## src/rtl/multicycle_ctrl_pkg.sv

```systemverilog
// rtl/multicycle_ctrl_pkg.sv - opcode constants, state/select enums and ALU select table for the RV32I controller
package multicycle_ctrl_pkg;

    localparam logic [6:0] OPC_LOAD   = 7'b0000011;
    localparam logic [6:0] OPC_STORE  = 7'b0100011;
    localparam logic [6:0] OPC_BRANCH = 7'b1100011;
    localparam logic [6:0] OPC_JAL    = 7'b1101111;
    localparam logic [6:0] OPC_JALR   = 7'b1100111;
    localparam logic [6:0] OPC_OP     = 7'b0110011;
    localparam logic [6:0] OPC_OP_IMM = 7'b0010011;
    localparam logic [6:0] OPC_LUI    = 7'b0110111;
    localparam logic [6:0] OPC_AUIPC  = 7'b0010111;
    localparam logic [6:0] OPC_FENCE  = 7'b0001111;
    localparam logic [6:0] OPC_SYSTEM = 7'b1110011;

    typedef enum logic [2:0] {
        ST_FETCH, ST_DECODE, ST_EXEC, ST_MEM, ST_WB, ST_TRAP
    } ctrl_state_t;

    typedef enum logic [2:0] {IMM_I, IMM_S, IMM_B, IMM_U, IMM_J} imm_sel_t;
    typedef enum logic [1:0] {ALU_A_RS1, ALU_A_PC, ALU_A_ZERO} alu_a_sel_t;
    typedef enum logic [1:0] {ALU_B_RS2, ALU_B_IMM} alu_b_sel_t;
    typedef enum logic [1:0] {PC_PC4, PC_TARGET} pc_sel_t;
    typedef enum logic [1:0] {WB_ALU, WB_MEM, WB_PC4} wb_sel_t;

    typedef enum logic [3:0] {
        CLS_LOAD, CLS_STORE, CLS_BRANCH, CLS_JAL, CLS_JALR, CLS_OP, CLS_OP_IMM,
        CLS_LUI, CLS_AUIPC, CLS_FENCE, CLS_SYSTEM, CLS_ILLEGAL
    } instr_class_t;

    typedef enum logic [1:0] {
        TRAP_ILLEGAL_OPC, TRAP_ILLEGAL_F3, TRAP_SYSTEM
    } trap_cause_t;

    typedef struct packed {
        imm_sel_t   imm;
        alu_a_sel_t a;
        alu_b_sel_t b;
    } alu_cfg_t;

    // Branches use the ALU for PC+imm; the comparator works in parallel.
    function automatic alu_cfg_t alu_cfg(input instr_class_t cls);
        alu_cfg_t cfg;
        cfg = '{imm: IMM_I, a: ALU_A_RS1, b: ALU_B_RS2};
        case (cls)
            CLS_OP_IMM, CLS_LOAD, CLS_JALR: cfg = '{imm: IMM_I, a: ALU_A_RS1,  b: ALU_B_IMM};
            CLS_STORE:                      cfg = '{imm: IMM_S, a: ALU_A_RS1,  b: ALU_B_IMM};
            CLS_BRANCH:                     cfg = '{imm: IMM_B, a: ALU_A_PC,   b: ALU_B_IMM};
            CLS_LUI:                        cfg = '{imm: IMM_U, a: ALU_A_ZERO, b: ALU_B_IMM};
            CLS_AUIPC:                      cfg = '{imm: IMM_U, a: ALU_A_PC,   b: ALU_B_IMM};
            CLS_JAL:                        cfg = '{imm: IMM_J, a: ALU_A_PC,   b: ALU_B_IMM};
            default:                        cfg = '{imm: IMM_I, a: ALU_A_RS1,  b: ALU_B_RS2};
        endcase
        return cfg;
    endfunction

endpackage

```

## src/rtl/multicycle_ctrl_classify.sv

```systemverilog
// rtl/multicycle_ctrl_classify.sv - combinational opcode classification and funct3 legality check
module ctrl_classify
    import multicycle_ctrl_pkg::*;
(
    input  logic [6:0]   i_opcode,
    input  logic [2:0]   i_funct3,
    output instr_class_t o_class,
    output logic         o_legal,
    output trap_cause_t  o_cause
);

    always_comb begin
        o_class = CLS_ILLEGAL;
        case (i_opcode)
            OPC_LOAD:   o_class = CLS_LOAD;
            OPC_STORE:  o_class = CLS_STORE;
            OPC_BRANCH: o_class = CLS_BRANCH;
            OPC_JAL:    o_class = CLS_JAL;
            OPC_JALR:   o_class = CLS_JALR;
            OPC_OP:     o_class = CLS_OP;
            OPC_OP_IMM: o_class = CLS_OP_IMM;
            OPC_LUI:    o_class = CLS_LUI;
            OPC_AUIPC:  o_class = CLS_AUIPC;
            OPC_FENCE:  o_class = CLS_FENCE;
            OPC_SYSTEM: o_class = CLS_SYSTEM;
            default:    o_class = CLS_ILLEGAL;
        endcase
    end

    always_comb begin
        o_legal = 1'b1;
        o_cause = TRAP_ILLEGAL_OPC;
        case (o_class)
            CLS_LOAD: begin
                o_legal = (i_funct3 inside {3'd0, 3'd1, 3'd2, 3'd4, 3'd5});
                o_cause = TRAP_ILLEGAL_F3;
            end
            CLS_STORE: begin
                o_legal = (i_funct3 <= 3'd2);
                o_cause = TRAP_ILLEGAL_F3;
            end
            CLS_BRANCH: begin
                o_legal = (i_funct3 != 3'd2) && (i_funct3 != 3'd3);
                o_cause = TRAP_ILLEGAL_F3;
            end
            CLS_JALR: begin
                o_legal = (i_funct3 == 3'd0);
                o_cause = TRAP_ILLEGAL_F3;
            end
            CLS_SYSTEM: begin
                o_legal = 1'b0;
                o_cause = TRAP_SYSTEM;
            end
            CLS_ILLEGAL: begin
                o_legal = 1'b0;
                o_cause = TRAP_ILLEGAL_OPC;
            end
            default: begin
                o_legal = 1'b1;
                o_cause = TRAP_ILLEGAL_OPC;
            end
        endcase
    end

endmodule

```

## src/rtl/multicycle_ctrl.sv

```systemverilog
// rtl/multicycle_ctrl.sv - fetch/decode/execute/memory/writeback sequencer for the multi-cycle RV32I core
module multicycle_ctrl
    import multicycle_ctrl_pkg::*;
#(
    parameter logic [1:0] RESET_PC_SEL = 2'd0,
    parameter int         INSTRET_W    = 32
) (
    input  logic                 clk,
    input  logic                 rst_n,
    output logic                 imem_req,
    input  logic                 imem_ack,
    output logic                 ir_we,
    input  logic [6:0]           opcode,
    input  logic [2:0]           funct3,
    input  logic                 branch_cond,
    output logic                 dmem_req,
    output logic                 dmem_we,
    input  logic                 dmem_ack,
    output logic [2:0]           imm_sel,
    output logic [1:0]           alu_a_sel,
    output logic [1:0]           alu_b_sel,
    output logic                 pc_we,
    output logic [1:0]           pc_sel,
    output logic                 rf_we,
    output logic [1:0]           wb_sel,
    output logic                 retire,
    output logic [INSTRET_W-1:0] instret,
    output logic                 trap,
    output logic [1:0]           trap_cause
);

    ctrl_state_t          r_state;
    trap_cause_t          r_trap_cause;
    logic [INSTRET_W-1:0] r_instret;

    ctrl_state_t  w_next;
    instr_class_t w_class;
    logic         w_legal;
    trap_cause_t  w_cause;
    alu_cfg_t     w_cfg;
    logic         w_imem_req, w_ir_we, w_dmem_req, w_dmem_we;
    logic         w_pc_we, w_rf_we, w_retire, w_trap;
    imm_sel_t     w_imm_sel;
    alu_a_sel_t   w_alu_a_sel;
    alu_b_sel_t   w_alu_b_sel;
    pc_sel_t      w_pc_sel;
    wb_sel_t      w_wb_sel;

    ctrl_classify u_classify (
        .i_opcode (opcode),
        .i_funct3 (funct3),
        .o_class  (w_class),
        .o_legal  (w_legal),
        .o_cause  (w_cause)
    );

    assign w_cfg = alu_cfg(w_class);

    always_comb begin
        w_next      = r_state;
        w_imem_req  = 1'b0;
        w_ir_we     = 1'b0;
        w_dmem_req  = 1'b0;
        w_dmem_we   = 1'b0;
        w_imm_sel   = IMM_I;
        w_alu_a_sel = ALU_A_RS1;
        w_alu_b_sel = ALU_B_RS2;
        w_pc_we     = 1'b0;
        w_pc_sel    = PC_PC4;
        w_rf_we     = 1'b0;
        w_wb_sel    = WB_ALU;
        w_retire    = 1'b0;
        w_trap      = 1'b0;
        case (r_state)
            ST_FETCH: begin
                w_imem_req = 1'b1;
                if (imem_ack) begin
                    w_ir_we = 1'b1;
                    w_next  = ST_DECODE;
                end
            end
            ST_DECODE: w_next = w_legal ? ST_EXEC : ST_TRAP;
            ST_EXEC: begin
                w_imm_sel   = w_cfg.imm;
                w_alu_a_sel = w_cfg.a;
                w_alu_b_sel = w_cfg.b;
                case (w_class)
                    CLS_BRANCH, CLS_FENCE: begin
                        w_pc_we  = 1'b1;
                        if ((w_class == CLS_BRANCH) && branch_cond) w_pc_sel = PC_TARGET;
                        w_retire = 1'b1;
                        w_next   = ST_FETCH;
                    end
                    CLS_LOAD, CLS_STORE: w_next = ST_MEM;
                    default:             w_next = ST_WB;
                endcase
            end
            ST_MEM: begin
                w_imm_sel   = w_cfg.imm;
                w_alu_a_sel = w_cfg.a;
                w_alu_b_sel = w_cfg.b;
                w_dmem_req  = 1'b1;
                w_dmem_we   = (w_class == CLS_STORE);
                if (dmem_ack) begin
                    if (w_class == CLS_STORE) begin
                        w_pc_we  = 1'b1;
                        w_retire = 1'b1;
                        w_next   = ST_FETCH;
                    end else begin
                        w_next = ST_WB;
                    end
                end
            end
            ST_WB: begin
                // Selects stay on so JAL/JALR targets are still on the ALU output.
                w_imm_sel   = w_cfg.imm;
                w_alu_a_sel = w_cfg.a;
                w_alu_b_sel = w_cfg.b;
                w_rf_we     = 1'b1;
                w_pc_we     = 1'b1;
                w_retire    = 1'b1;
                w_next      = ST_FETCH;
                case (w_class)
                    CLS_LOAD:          w_wb_sel = WB_MEM;
                    CLS_JAL, CLS_JALR: w_wb_sel = WB_PC4;
                    default:           w_wb_sel = WB_ALU;
                endcase
                if ((w_class == CLS_JAL) || (w_class == CLS_JALR)) w_pc_sel = PC_TARGET;
            end
            ST_TRAP: w_trap = 1'b1;
            default: w_next = ST_FETCH;
        endcase
    end

    always_ff @(posedge clk) begin
        if (!rst_n) begin
            r_state      <= ST_FETCH;
            r_trap_cause <= TRAP_ILLEGAL_OPC;
            r_instret    <= '0;
        end else begin
            r_state   <= w_next;
            r_instret <= r_instret + {{(INSTRET_W-1){1'b0}}, w_retire};
            if ((r_state == ST_DECODE) && !w_legal) r_trap_cause <= w_cause;
        end
    end

    assign imem_req   = rst_n & w_imem_req;
    assign ir_we      = rst_n & w_ir_we;
    assign dmem_req   = rst_n & w_dmem_req;
    assign dmem_we    = rst_n & w_dmem_we;
    assign imm_sel    = rst_n ? w_imm_sel   : 3'd0;
    assign alu_a_sel  = rst_n ? w_alu_a_sel : 2'd0;
    assign alu_b_sel  = rst_n ? w_alu_b_sel : 2'd0;
    assign pc_we      = rst_n & w_pc_we;
    assign pc_sel     = rst_n ? w_pc_sel    : RESET_PC_SEL;
    assign rf_we      = rst_n & w_rf_we;
    assign wb_sel     = rst_n ? w_wb_sel    : 2'd0;
    assign retire     = rst_n & w_retire;
    assign instret    = rst_n ? r_instret   : '0;
    assign trap       = rst_n & w_trap;
    assign trap_cause = rst_n ? r_trap_cause : 2'd0;

endmodule
```

## config.mk

```make
export PLATFORM = sky130hd
export DESIGN_NAME = multicycle_ctrl
export DESIGN_NICKNAME = d
export VERILOG_FILES = /design/src/rtl/multicycle_ctrl_pkg.sv /design/src/rtl/multicycle_ctrl_classify.sv /design/src/rtl/multicycle_ctrl.sv
export SDC_FILE = /design/constraint.sdc
export NUM_CORES = 1
export LEC_CHECK = 0
export ABC_AREA = 1
export BUFFER_PORTS_ARGS = -buffer_cell sky130_fd_sc_hd__buf_2
export CAP_MARGIN = 10
export CORE_MARGIN = 5
export CORE_UTILIZATION = 55
export CTS_CLUSTER_SIZE = 40
export DETAILED_ROUTE_END_ITERATION = 8
export MAX_ROUTING_LAYER = met4
export PLACE_DENSITY = 0.91
export SYNTH_ARGS = -nofsm -noshare
export SYNTH_HDL_FRONTEND = slang
export SYNTH_HIERARCHICAL = 1
export SYNTH_SLANG_ARGS = --single-unit
```

## constraint.sdc

```tcl
create_clock -name clk -period 6.4 [get_ports clk]
set_input_delay 0 -clock clk [delete_from_list [all_inputs] [get_ports clk]]
set_output_delay 0 -clock clk [all_outputs]
set_load 0.05 [all_outputs]
```

==> impl_metrics.env <==
export IMPL_outcome="finished clean"
export IMPL_drc=0
export IMPL_cts_tree="yes"
export IMPL_place_ws_ps=3540
export IMPL_cts_htree_levels=2
export IMPL_cp_start_kind="input port"
export IMPL_grt_pass1_wl_um=12600
export IMPL_holdBufCountCts=0
export IMPL_slew_violations=0
export IMPL_via_per_inst=5.21
export IMPL_cp_slowest_cell="nor3_1"
export IMPL_crit_chain="buf_2 -> nand2_1 -> nor2_4 -> nand2_1 -> o21ai_0 -> nor3_1 -> nand2_1 -> nor2_1 -> nand2_1 -> o21a_1 -> nand2_1 -> ha_1 -> ha_1 -> nand3_2 -> nor2_4 -> nand2_4 -> nor2_4 -> nand2_1 -> nor2_1 -> a21oi_1"
export IMPL_rows=26
export IMPL_wl_um=7460
export IMPL_peakVddDrop_mv=0.101
export IMPL_clkTransAtPathRegs_ps=70
export IMPL_place_congestion=1.12
export IMPL_ios=68
export IMPL_worstSetupPathType="input port to register"
export IMPL_fin_worst_skew_ps=4.11
export IMPL_clock_path_buffers=2
export IMPL_ys_seq_area_share_pct=25.9
export IMPL_core_mm2=0.00507
export IMPL_cts_root_buf="clkbuf_8"
export IMPL_cpMostUsedCell="nand2_1"
export IMPL_layout_drive_gt1_share_pct=20.5
export IMPL_drt_iter0_markers=239
export IMPL_critPathMaxStageDelay_ps=260
export IMPL_rsz0062_at_grt="false"
export IMPL_post_route_util_pct=65.3
export IMPL_required_ps=6580
export IMPL_clock_fmax_mhz=367
export IMPL_ys_ff_latch=37
export IMPL_powerDensity_mw_per_mm2=149
export IMPL_clock_sinks=37
export IMPL_vias=3292
export IMPL_grt_max_degree=50
export IMPL_syn2layout_area_growth_pct=16.0
export IMPL_fin_crit_ps=2720
export IMPL_first_pass_iters=5
export IMPL_die_h_um=82.1
export IMPL_grt_pass1_vias=3026
export IMPL_track_usage_pct=23.8
export IMPL_num_nets_final=579
export IMPL_synth_edf_count=0
export IMPL_final_hold_viol_count=0
export IMPL_crit_fanout=8
export IMPL_die_area_mm2=0.00674
export IMPL_start_util_pct=56.3
export IMPL_ys_async_sr_fraction_pct=0
export IMPL_dpl_hpwl_um=5820
export IMPL_avgSynthCellArea_um2=5.73
export IMPL_setup_slack_ps=3680
export IMPL_antenna_found_initial=0
export IMPL_postRouteAntennaNets=0
export IMPL_syn_area_mm2=0.00286
export IMPL_nFillCells=482
export IMPL_ys_flop_type="dfxtp_1"
export IMPL_avgRoutedWirePerCell_um=11.8
export IMPL_antenna_cells=0
export IMPL_p_leak_uw=0.00169
export IMPL_overflow=0
export IMPL_yosys_warnings=6
export IMPL_post_cts_buffers=0
export IMPL_fin_tns_setup_ps=0
export IMPL_clk_latency_ps=290
export IMPL_chipWidth_um=82.1
export IMPL_cts_buffers=5
export IMPL_synth_cell_type_count=32
export IMPL_hold_worst_slack_ps=143
export IMPL_cp_arrival_ps=2910
export IMPL_netlist_instances=499
export IMPL_maxCapViolations=0
export IMPL_hold_path_class="input port to register"
export IMPL_finalCritPeriodShare_pct=42.5
export IMPL_cp_end_kind="register"
export IMPL_cts_resized=0
export IMPL_portBuffers=65
export IMPL_setup_viol=0
## state kept, by name, summed over array words and instances (netlist names)
name,count
r_instret,32
r_state,3
r_trap_cause,2
## layout by cell type, fill, tap and decap left out, drive strengths merged
cell and count:
nor3b 2, dfxtp 37, o21a 2, o21ai 14
or2 2, nand3b 8, nand3 22, nor2 96
xnor2 4, nor3 8, nand2 162, inv 83
o21bai 1, buf 67, ha 2, nand4 5
and2 1, clkbuf 7, conb 2, a21oi 36
nor4 1
## per-stage QoR
stage	cells	power, uW	instance area (um^2)
5_1_grt	632	518	3320
6_report	632	493	3320
3_3_place_gp	625	329	3230
3_5_place_dp	625	332	3230
4_1_cts	632	496	3320
2_1_floorplan	500	312	2860
## power by group
part           switching [uW]  internal, uW  total (uW)
clock network            80.0          85.4         165
registers                4.94           236         241
logic                    63.9          23.2        87.1
total                     149           344         493
## worst paths after layout
kind	start	endpoint	slack [ps]	depth (start not counted)
setup / recovery	opcode[1]	r_instret[16]	3680	20
hold / removal	dmem_ack	r_state[1]	140	6
setup reg to reg	r_state[0]	r_instret[16]	4060	14
hold reg to reg	r_instret[31]	r_instret[31]	490	2
## cell families after synthesis
family / Yosys count / synth area share, %
compound gates: 53 / 9.68
xor+xnor: 4 / 1.23
fa+ha+maj: 2 / 0.876
buf+inv: 95 / 13.0
flops: 37 / 25.9
other cells: 1 / 0.131
simple gates: 307 / 49.2
## cell usage after synthesis, types with 5 or more instances
cell	count	area share (%)
dfxtp_1	37	26
clkbuf_1	5	0.66
a21oi_1	35	6.1
nand2_2	10	2.2
nor3_1	8	1.4
o21ai_0	14	2.5
nor2_1	80	11
nand4_1	5	1.1
inv_1	79	10
nand3b_1	8	2.1
nor2_2	10	2.2
nand3_2	5	1.8
nor2_4	6	2.4
nand2_1	148	19
nand3_1	17	3.0
## critical path: cells and delay by family
family          cells  cell delay [ps]
fa+ha+maj           2              390
compound gates      3              400
simple gates       14             2000
buf+inv             1               90
## layout make-up
type / count / area [um^2] / area share [%]
clock buffer: 7 / 86.3 / 2.60
inverter: 83 / 312 / 9.40
multi-input combinational: 368 / 1750 / 52.8
sequential: 37 / 741 / 22.3
tap: 70 / 87.6 / 2.64
timing repair buffer: 67 / 340 / 10.3
## per-layer routing
layer  global-route usage, %  wire length (um)  vias to the layer above
li1                        -                 -                     1647
met1                    27.3              3100                     1461
met2                    41.0              3620                      157
met3                    3.95               535                       27
met4                    9.47               206                        0
met5                       -                 0                        -
No activity file was read; power rests on OpenSTA's default activity.
